File: src/rtl/fp_dot_sequencer_if.sv
// Bundle of the sequencer's control, operand-buffer and MAC-slave signals.
// The master modport is the sequencer; the slave modport is its environment.
interface fp_dot_sequencer_if #(
    parameter int LEN_WIDTH  = 8,
    parameter int DATA_WIDTH = 32
);
    logic                  start;
    logic [LEN_WIDTH-1:0]  length;
    logic [DATA_WIDTH-1:0] init_acc;
    logic                  fifo_a_empty;
    logic                  fifo_a_rd_en;
    logic [DATA_WIDTH-1:0] fifo_a_data;
    logic                  fifo_b_empty;
    logic                  fifo_b_rd_en;
    logic [DATA_WIDTH-1:0] fifo_b_data;
    logic [2:0]            mac_address;
    logic                  mac_write;
    logic [DATA_WIDTH-1:0] mac_writedata;
    logic                  mac_read;
    logic [DATA_WIDTH-1:0] mac_readdata;
    logic                  busy;
    logic                  done;
    logic [DATA_WIDTH-1:0] result;
    logic [LEN_WIDTH-1:0]  elem_count;

    modport master (
        input  start, length, init_acc,
        input  fifo_a_empty, fifo_a_data, fifo_b_empty, fifo_b_data, mac_readdata,
        output fifo_a_rd_en, fifo_b_rd_en,
        output mac_address, mac_write, mac_writedata, mac_read,
        output busy, done, result, elem_count
    );

    modport slave (
        output start, length, init_acc,
        output fifo_a_empty, fifo_a_data, fifo_b_empty, fifo_b_data, mac_readdata,
        input  fifo_a_rd_en, fifo_b_rd_en,
        input  mac_address, mac_write, mac_writedata, mac_read,
        input  busy, done, result, elem_count
    );
endinterface

File: src/rtl/fp_dot_sequencer.sv
// Dot-product sequencer: pops A/B operand pairs and drives the FP MAC slave
// (write A, write B, write accumulator, read result) once per element.
module fp_dot_sequencer #(
    parameter int LEN_WIDTH  = 8,
    parameter int DATA_WIDTH = 32
) (
    input  logic               clk,
    input  logic               reset,
    fp_dot_sequencer_if.master bus
);

    typedef enum logic [3:0] {
        S_IDLE    = 4'd0,
        S_FETCH   = 4'd1,
        S_CAPTURE = 4'd2,
        S_WR_A    = 4'd3,
        S_WR_B    = 4'd4,
        S_WR_C    = 4'd5,
        S_RD      = 4'd6,
        S_LATCH   = 4'd7,
        S_DONE    = 4'd8
    } state_t;

    state_t                state_r, state_s;
    logic [DATA_WIDTH-1:0] acc_r, acc_s;
    logic [DATA_WIDTH-1:0] op_a_r, op_a_s;
    logic [DATA_WIDTH-1:0] op_b_r, op_b_s;
    logic [DATA_WIDTH-1:0] result_r, result_s;
    logic [LEN_WIDTH-1:0]  len_r, len_s;
    logic [LEN_WIDTH-1:0]  count_r, count_s;
    logic [LEN_WIDTH:0]    count_inc_s;
    logic                  accept_s;

    logic                  rd_en_r, rd_en_s;
    logic [2:0]            addr_r, addr_s;
    logic                  write_r, write_s;
    logic [DATA_WIDTH-1:0] wdata_r, wdata_s;
    logic                  read_r, read_s;
    logic                  busy_r, busy_s;
    logic                  done_r, done_s;

    assign accept_s    = (state_r == S_IDLE) && bus.start;
    assign count_inc_s = {1'b0, count_r} + {{LEN_WIDTH{1'b0}}, 1'b1};

    // Next-state selection.
    always_comb begin
        state_s = state_r;
        case (state_r)
            S_IDLE: begin
                if (bus.start) begin
                    state_s = (bus.length == {LEN_WIDTH{1'b0}}) ? S_DONE : S_FETCH;
                end else begin
                    state_s = S_IDLE;
                end
            end
            // The pop pulse is issued from a registered look-ahead of the
            // empty flags; only this block pops, so they cannot change under it.
            S_FETCH:   state_s = rd_en_r ? S_CAPTURE : S_FETCH;
            S_CAPTURE: state_s = S_WR_A;
            S_WR_A:    state_s = S_WR_B;
            S_WR_B:    state_s = S_WR_C;
            S_WR_C:    state_s = S_RD;
            S_RD:      state_s = S_LATCH;
            S_LATCH: begin
                if (count_inc_s == {1'b0, len_r}) begin
                    state_s = S_DONE;
                end else begin
                    state_s = S_FETCH;
                end
            end
            S_DONE:    state_s = S_IDLE;
            default:   state_s = S_IDLE;
        endcase
    end

    // Datapath next values.
    always_comb begin
        len_s   = len_r;
        acc_s   = acc_r;
        op_a_s  = op_a_r;
        op_b_s  = op_b_r;
        count_s = count_r;
        case (state_r)
            S_IDLE: begin
                if (bus.start) begin
                    len_s   = bus.length;
                    acc_s   = bus.init_acc;
                    count_s = {LEN_WIDTH{1'b0}};
                end else begin
                    len_s   = len_r;
                end
            end
            S_CAPTURE: begin
                op_a_s = bus.fifo_a_data;
                op_b_s = bus.fifo_b_data;
            end
            S_LATCH: begin
                acc_s   = bus.mac_readdata;
                count_s = count_inc_s[LEN_WIDTH-1:0];
            end
            default: begin
                count_s = count_r;
            end
        endcase
        if (state_s == S_DONE) begin
            result_s = acc_s;
        end else if (accept_s) begin
            result_s = {DATA_WIDTH{1'b0}};
        end else begin
            result_s = result_r;
        end
    end

    // Output decode from the upcoming state so every output is a flop.
    always_comb begin
        rd_en_s = 1'b0;
        addr_s  = 3'd0;
        write_s = 1'b0;
        wdata_s = {DATA_WIDTH{1'b0}};
        read_s  = 1'b0;
        busy_s  = 1'b0;
        done_s  = 1'b0;
        case (state_s)
            S_FETCH: begin
                busy_s  = 1'b1;
                rd_en_s = !bus.fifo_a_empty && !bus.fifo_b_empty;
            end
            S_CAPTURE: busy_s = 1'b1;
            S_WR_A: begin
                busy_s  = 1'b1;
                write_s = 1'b1;
                addr_s  = 3'd0;
                wdata_s = op_a_s;
            end
            S_WR_B: begin
                busy_s  = 1'b1;
                write_s = 1'b1;
                addr_s  = 3'd1;
                wdata_s = op_b_s;
            end
            S_WR_C: begin
                busy_s  = 1'b1;
                write_s = 1'b1;
                addr_s  = 3'd2;
                wdata_s = acc_s;
            end
            S_RD: begin
                busy_s = 1'b1;
                read_s = 1'b1;
            end
            S_LATCH:  busy_s = 1'b1;
            S_DONE:   done_s = 1'b1;
            default:  busy_s = 1'b0;
        endcase
    end

    // State register.
    always_ff @(posedge clk) begin
        if (reset) begin
            state_r <= S_IDLE;
        end else begin
            state_r <= state_s;
        end
    end

    // Datapath registers.
    always_ff @(posedge clk) begin
        if (reset) begin
            len_r    <= {LEN_WIDTH{1'b0}};
            acc_r    <= {DATA_WIDTH{1'b0}};
            op_a_r   <= {DATA_WIDTH{1'b0}};
            op_b_r   <= {DATA_WIDTH{1'b0}};
            count_r  <= {LEN_WIDTH{1'b0}};
            result_r <= {DATA_WIDTH{1'b0}};
        end else begin
            len_r    <= len_s;
            acc_r    <= acc_s;
            op_a_r   <= op_a_s;
            op_b_r   <= op_b_s;
            count_r  <= count_s;
            result_r <= result_s;
        end
    end

    // Output registers.
    always_ff @(posedge clk) begin
        if (reset) begin
            rd_en_r <= 1'b0;
            addr_r  <= 3'd0;
            write_r <= 1'b0;
            wdata_r <= {DATA_WIDTH{1'b0}};
            read_r  <= 1'b0;
            busy_r  <= 1'b0;
            done_r  <= 1'b0;
        end else begin
            rd_en_r <= rd_en_s;
            addr_r  <= addr_s;
            write_r <= write_s;
            wdata_r <= wdata_s;
            read_r  <= read_s;
            busy_r  <= busy_s;
            done_r  <= done_s;
        end
    end

    assign bus.fifo_a_rd_en  = rd_en_r;
    assign bus.fifo_b_rd_en  = rd_en_r;
    assign bus.mac_address   = addr_r;
    assign bus.mac_write     = write_r;
    assign bus.mac_writedata = wdata_r;
    assign bus.mac_read      = read_r;
    assign bus.busy          = busy_r;
    assign bus.done          = done_r;
    assign bus.result        = result_r;
    assign bus.elem_count    = count_r;

endmodule

File: src/flat_wrapper.sv
// flat-port wrapper written by rule: the top's interface ports become plain ports
module fp_dot_sequencer_flat 
#(
    parameter int LEN_WIDTH  = 8,
    parameter int DATA_WIDTH = 32
)
  (clk, reset, bus_start, bus_length, bus_init_acc, bus_fifo_a_empty, bus_fifo_a_data, bus_fifo_b_empty, bus_fifo_b_data, bus_mac_readdata, bus_fifo_a_rd_en, bus_fifo_b_rd_en, bus_mac_address, bus_mac_write, bus_mac_writedata, bus_mac_read, bus_busy, bus_done, bus_result, bus_elem_count);
  fp_dot_sequencer_if #(.LEN_WIDTH(LEN_WIDTH), .DATA_WIDTH(DATA_WIDTH)) bus_i ();
  input  logic clk;
  input  logic reset;
  input wire logic [$bits(bus_i.start)-1:0] bus_start;
  input wire logic [$bits(bus_i.length)-1:0] bus_length;
  input wire logic [$bits(bus_i.init_acc)-1:0] bus_init_acc;
  input wire logic [$bits(bus_i.fifo_a_empty)-1:0] bus_fifo_a_empty;
  input wire logic [$bits(bus_i.fifo_a_data)-1:0] bus_fifo_a_data;
  input wire logic [$bits(bus_i.fifo_b_empty)-1:0] bus_fifo_b_empty;
  input wire logic [$bits(bus_i.fifo_b_data)-1:0] bus_fifo_b_data;
  input wire logic [$bits(bus_i.mac_readdata)-1:0] bus_mac_readdata;
  output wire logic [$bits(bus_i.fifo_a_rd_en)-1:0] bus_fifo_a_rd_en;
  output wire logic [$bits(bus_i.fifo_b_rd_en)-1:0] bus_fifo_b_rd_en;
  output wire logic [$bits(bus_i.mac_address)-1:0] bus_mac_address;
  output wire logic [$bits(bus_i.mac_write)-1:0] bus_mac_write;
  output wire logic [$bits(bus_i.mac_writedata)-1:0] bus_mac_writedata;
  output wire logic [$bits(bus_i.mac_read)-1:0] bus_mac_read;
  output wire logic [$bits(bus_i.busy)-1:0] bus_busy;
  output wire logic [$bits(bus_i.done)-1:0] bus_done;
  output wire logic [$bits(bus_i.result)-1:0] bus_result;
  output wire logic [$bits(bus_i.elem_count)-1:0] bus_elem_count;
  assign bus_i.start = bus_start;
  assign bus_i.length = bus_length;
  assign bus_i.init_acc = bus_init_acc;
  assign bus_i.fifo_a_empty = bus_fifo_a_empty;
  assign bus_i.fifo_a_data = bus_fifo_a_data;
  assign bus_i.fifo_b_empty = bus_fifo_b_empty;
  assign bus_i.fifo_b_data = bus_fifo_b_data;
  assign bus_i.mac_readdata = bus_mac_readdata;
  assign bus_fifo_a_rd_en = bus_i.fifo_a_rd_en;
  assign bus_fifo_b_rd_en = bus_i.fifo_b_rd_en;
  assign bus_mac_address = bus_i.mac_address;
  assign bus_mac_write = bus_i.mac_write;
  assign bus_mac_writedata = bus_i.mac_writedata;
  assign bus_mac_read = bus_i.mac_read;
  assign bus_busy = bus_i.busy;
  assign bus_done = bus_i.done;
  assign bus_result = bus_i.result;
  assign bus_elem_count = bus_i.elem_count;
  fp_dot_sequencer #(.LEN_WIDTH(LEN_WIDTH), .DATA_WIDTH(DATA_WIDTH)) u_core (.clk(clk), .reset(reset), .bus(bus_i));
endmodule
File: config.mk
export PLATFORM = sky130hd
export DESIGN_NAME = fp_dot_sequencer_flat
export DESIGN_NICKNAME = d
export VERILOG_FILES = /design/src/rtl/fp_dot_sequencer_if.sv /design/src/rtl/fp_dot_sequencer.sv /design/src/flat_wrapper.sv
export SDC_FILE = /design/constraint.sdc
export NUM_CORES = 1
export LEC_CHECK = 0
export ABC_AREA = 1
export BUFFER_PORTS_ARGS = -buffer_cell sky130_fd_sc_hd__buf_2
export CAP_MARGIN = 10
export CORE_MARGIN = 2
export CORE_UTILIZATION = 50
export CTS_CLUSTER_DIAMETER = 60
export DETAILED_ROUTE_END_ITERATION = 8
export PLACE_DENSITY = 0.83
export SLEW_MARGIN = 15
export SYNTH_ARGS = -nofsm -noshare
export SYNTH_HDL_FRONTEND = slang
export SYNTH_SLANG_ARGS = --single-unit
File: constraint.sdc
create_clock -name clk -period 4.2 [get_ports clk]
set_input_delay 0.21 -clock clk [delete_from_list [all_inputs] [get_ports clk]]
set_output_delay 0.21 -clock clk [all_outputs]
set_load 0.05 [all_outputs]
==> results.json <==
{
  "setup_violations": 0,
  "p_leak_uw": 0.004166,
  "drv_slew": 0,
  "criticalPathCategory": "register to register",
  "nets": 1191,
  "min_from": "bus_fifo_b_data[6]",
  "clk_pin_slew_worst_paths_ps": 60,
  "wl_per_cell_um": 15.10,
  "grt_pass1_vias": 5980,
  "path_delay_family": "buffers and inverters",
  "power_density_nw_per_um2": 404.5,
  "post-route-util_pct": 63.28,
  "finalHoldViolations": 0,
  "routed_wl_mm": 18.70,
  "layout-drive-gt1-share_pct": 28.44,
  "cp-start-kind": "register",
  "num_vias": 6573,
  "clk_latency_ps": 420,
  "h-tree-depth": 4,
  "die_h_um": 119,
  "syn-cell-area_um2": 6613,
  "clockBufferDepth": 2,
  "path_depth": 11,
  "path_cells": "ha_1 -> nand3_1 -> o21bai_1 -> nand2_1 -> nor2_1 -> nor2_2 -> nand4_4 -> buf_4 -> nand2_2 -> inv_2 -> o21ai_0",
  "syn_nets": 1008,
  "via_per_inst": 5.309,
  "cp_max_fo": 34,
  "antenna_found_initial": 0,
  "worstMarginPinSlew_ps": 1005,
  "postCtsResizedCells": 0,
  "p_int_uw": 2512,
  "critical_path.max_stage_delay_ps": 630,
  "cts_root_buf": "clkbuf_16",
  "die_area_um2": 14160,
  "rsz0062_at_grt": "false",
  "reg2regPathDepth": 11,
  "post_cts_buffers": 0,
  "synth_seq_cells": 155,
  "fin_hold_ws_ps": 49.22,
  "status": "completed",
  "min-delay-path-class": "input port to register",
  "dp_hpwl_mm": 12.03,
  "cts.sinks": 155,
  "max_freq_mhz": 337.6,
  "diodes": 0,
  "remaining_drc_errors": 0,
  "vdd_ir_drop_max_mv": 0.3081,
  "cts_hold_buffers": 0,
  "grt.overflow.total": 0,
  "rows": 42,
  "critPathRequiredTime_ps": 4460,
  "track_usage_pct": 26.05,
  "drt_iter0_markers": 529,
  "cts_buffers": 17,
  "ys_warn_count": 0,
  "syn_area_per_cell_um2": 7.636,
  "layout-area-overhead-vs-synth_pct": 25.22,
  "hold_path_depth": 3,
  "clock_power_share_pct": 45.0,
  "grt_pass1_wl_mm": 29.27,
  "r2r-start": "u_core.bus.elem_count[0]$_SDFFE_PP0P_",
  "fin_skew_ps": 6.293,
  "p_switching_uw": 837.1,
  "switching_share_pct": 25.00,
  "p_comb_share_pct": 9.5,
  "grt_max_degree": 67,
  "synthCells": 866,
  "synth_cell_types": 28,
  "crit_arrival_ps": 3220,
  "core_um2": 13090,
  "finalSetupTns_ps": 0,
  "period_minus_slack_ps": 2962,
  "end_kind": "register",
  "initial_core_util_pct": 50.54,
  "dieWidth_um": 119,
  "globalplace.congestion": 0.8501,
  "fillers": 1113,
  "maxCapViolations": 0,
  "io_pins": 222,
  "tritoncts": "built",
  "path_buf_inv": 2,
  "synth_seq_area_share_pct": 46.93,
  "max-slew-margin-rel_pct": 32.87,
  "critPathSlowestCell": "inv_2",
  "drtAntennaViolNets": 0,
  "seq_power_share_pct": 45.5,
  "crit_start": "u_core.bus.elem_count[0]$_SDFFE_PP0P_",
  "dr.pass1.iters": 5,
  "period_share_pct": 70.52,
  "io_buffers": 220
}
## worst reg2reg max path, cell delays in order, from the launching register on
cell	delay, ps
dfxtp_1	520
ha_1	300
nand3_1	120
o21bai_1	230
nand2_1	90
nor2_1	120
nor2_2	70
nand4_4	70
buf_4	360
nand2_2	90
inv_2	630
o21ai_0	210
## logic make-up after synthesis
kind of cell | share of synthesized area (%)
other | 0.05671
muxes | 4.844
DFF | 46.93
AOI/OAI and AO/OA | 11.20
adders and majority gates | 0.1892
and+or+nand+nor | 26.62
buffers and inverters | 10.16
## layout make-up
type                       instances  area (um2)  area share, %
tap                              176       220.2          2.659
clock inverter                    12       140.1          1.692
sequential                       155        3103          37.47
clock buffer                      20       446.7          5.394
timing repair buffer             227        1154          13.93
multi-input combinational        549        2845          34.36
inverter                          99       371.6          4.488
## final timing paths
check                                  endpoint  slack [ps]
min reg2reg        u_core.len_r[7]$_SDFFE_PP0P_         480
max          u_core.bus.result[26]$_SDFFE_PP0P_        1240
min                 u_core.op_b_r[6]$_SDFF_PP0_          50
max reg2reg  u_core.bus.result[26]$_SDFFE_PP0P_        1240
## cell usage after synthesis
| master | n | area share, % |
|---|---|---|
| inv_2 | 5 | 0.28 |
| clkinv_1 | 3 | 0.17 |
| buf_1 | 4 | 0.23 |
| nand3_1 | 86 | 6.5 |
| mux2i_1 | 32 | 4.8 |
| nor4_1 | 1 | 0.095 |
| o211ai_1 | 13 | 1.5 |
| a21oi_1 | 39 | 3.0 |
| nor2_4 | 3 | 0.51 |
| inv_1 | 91 | 5.2 |
| clkbuf_1 | 41 | 2.3 |
| conb_1 | 1 | 0.057 |
| buf_2 | 9 | 0.68 |
| o21ai_2 | 28 | 3.7 |
| nor2_2 | 3 | 0.28 |
| nand2_1 | 191 | 11 |
| ha_1 | 1 | 0.19 |
| o21ai_0 | 14 | 1.1 |
| nand2_2 | 2 | 0.19 |
| nand4_4 | 1 | 0.32 |
| dfxtp_1 | 155 | 47 |
| o22ai_1 | 20 | 1.9 |
| nor2_1 | 73 | 4.1 |
| nand4_1 | 37 | 3.5 |
| buf_4 | 4 | 0.45 |
| buf_6 | 5 | 0.85 |
| nor3_1 | 3 | 0.23 |
| o21bai_1 | 1 | 0.11 |
## layer usage
layer / routed length (um) / global-route usage (%) / vias up
met5: 0 / 0 / -
met4: 435 / 11.09 / 0
met3: 1290 / 5.891 / 37
met2: 9087 / 43.10 / 291
met1: 7886 / 32.67 / 3046
li1: - / - / 3199
## cell usage in the layout (no fill, tap or decap), types with 3 or more instances in the layout
cell / netlist / layout
buf_2: 9 / 220
nand2_1: 191 / 191
dfxtp_1: 155 / 155
inv_1: 91 / 91
nand3_1: 86 / 86
nor2_1: 73 / 72
a21oi_1: 39 / 39
nand4_1: 37 / 37
mux2i_1: 32 / 32
o21ai_2: 28 / 28
o22ai_1: 20 / 20
clkbuf_16: 0 / 17
o21ai_0: 14 / 14
o211ai_1: 13 / 13
inv_2: 5 / 7
buf_4: 4 / 7
nor2_4: 3 / 4
clkinv_4: 0 / 4
nor2_2: 3 / 3
nor3_1: 3 / 3
clkinvlp_4: 0 / 3
## power groups by stage
| stage | logic, uW | registers (uW) | clock network (uW) |
|---|---|---|---|
| after global placement | 311 | 1550 | 0 |
| after global routing | 349 | 1520 | 1600 |
| after CTS | 317 | 1520 | 1520 |
| after floorplan | 187 | 1560 | 0 |
| final | 318 | 1520 | 1510 |
| after detailed placement | 314 | 1550 | 0 |
## registers in the layout (all words and copies together), names as in the netlist
name	count
u_core.bus.mac_writedata	32
u_core.bus.mac_address	2
u_core.acc_r	32
u_core.bus.mac_write	1
u_core.bus.mac_read	1
u_core.bus.busy	1
u_core.bus.fifo_a_rd_en	1
u_core.len_r	8
u_core.bus.done	1
u_core.op_b_r	32
u_core.state_r	4
u_core.bus.result	32
u_core.bus.elem_count	8
## metrics by stage
step | instance area [um2] | std cells | power [uW] | setup slack [ps]
floorplan | 6613 | 866 | 1750 | 1994
global placement | 7694 | 1206 | 1865 | 1351
detailed placement | 7694 | 1206 | 1868 | 1237
CTS | 8280 | 1238 | 3362 | 1217
global route | 8280 | 1238 | 3477 | 931.2
finish | 8280 | 1238 | 3349 | 1238
Power figures use the tool's default switching activity.
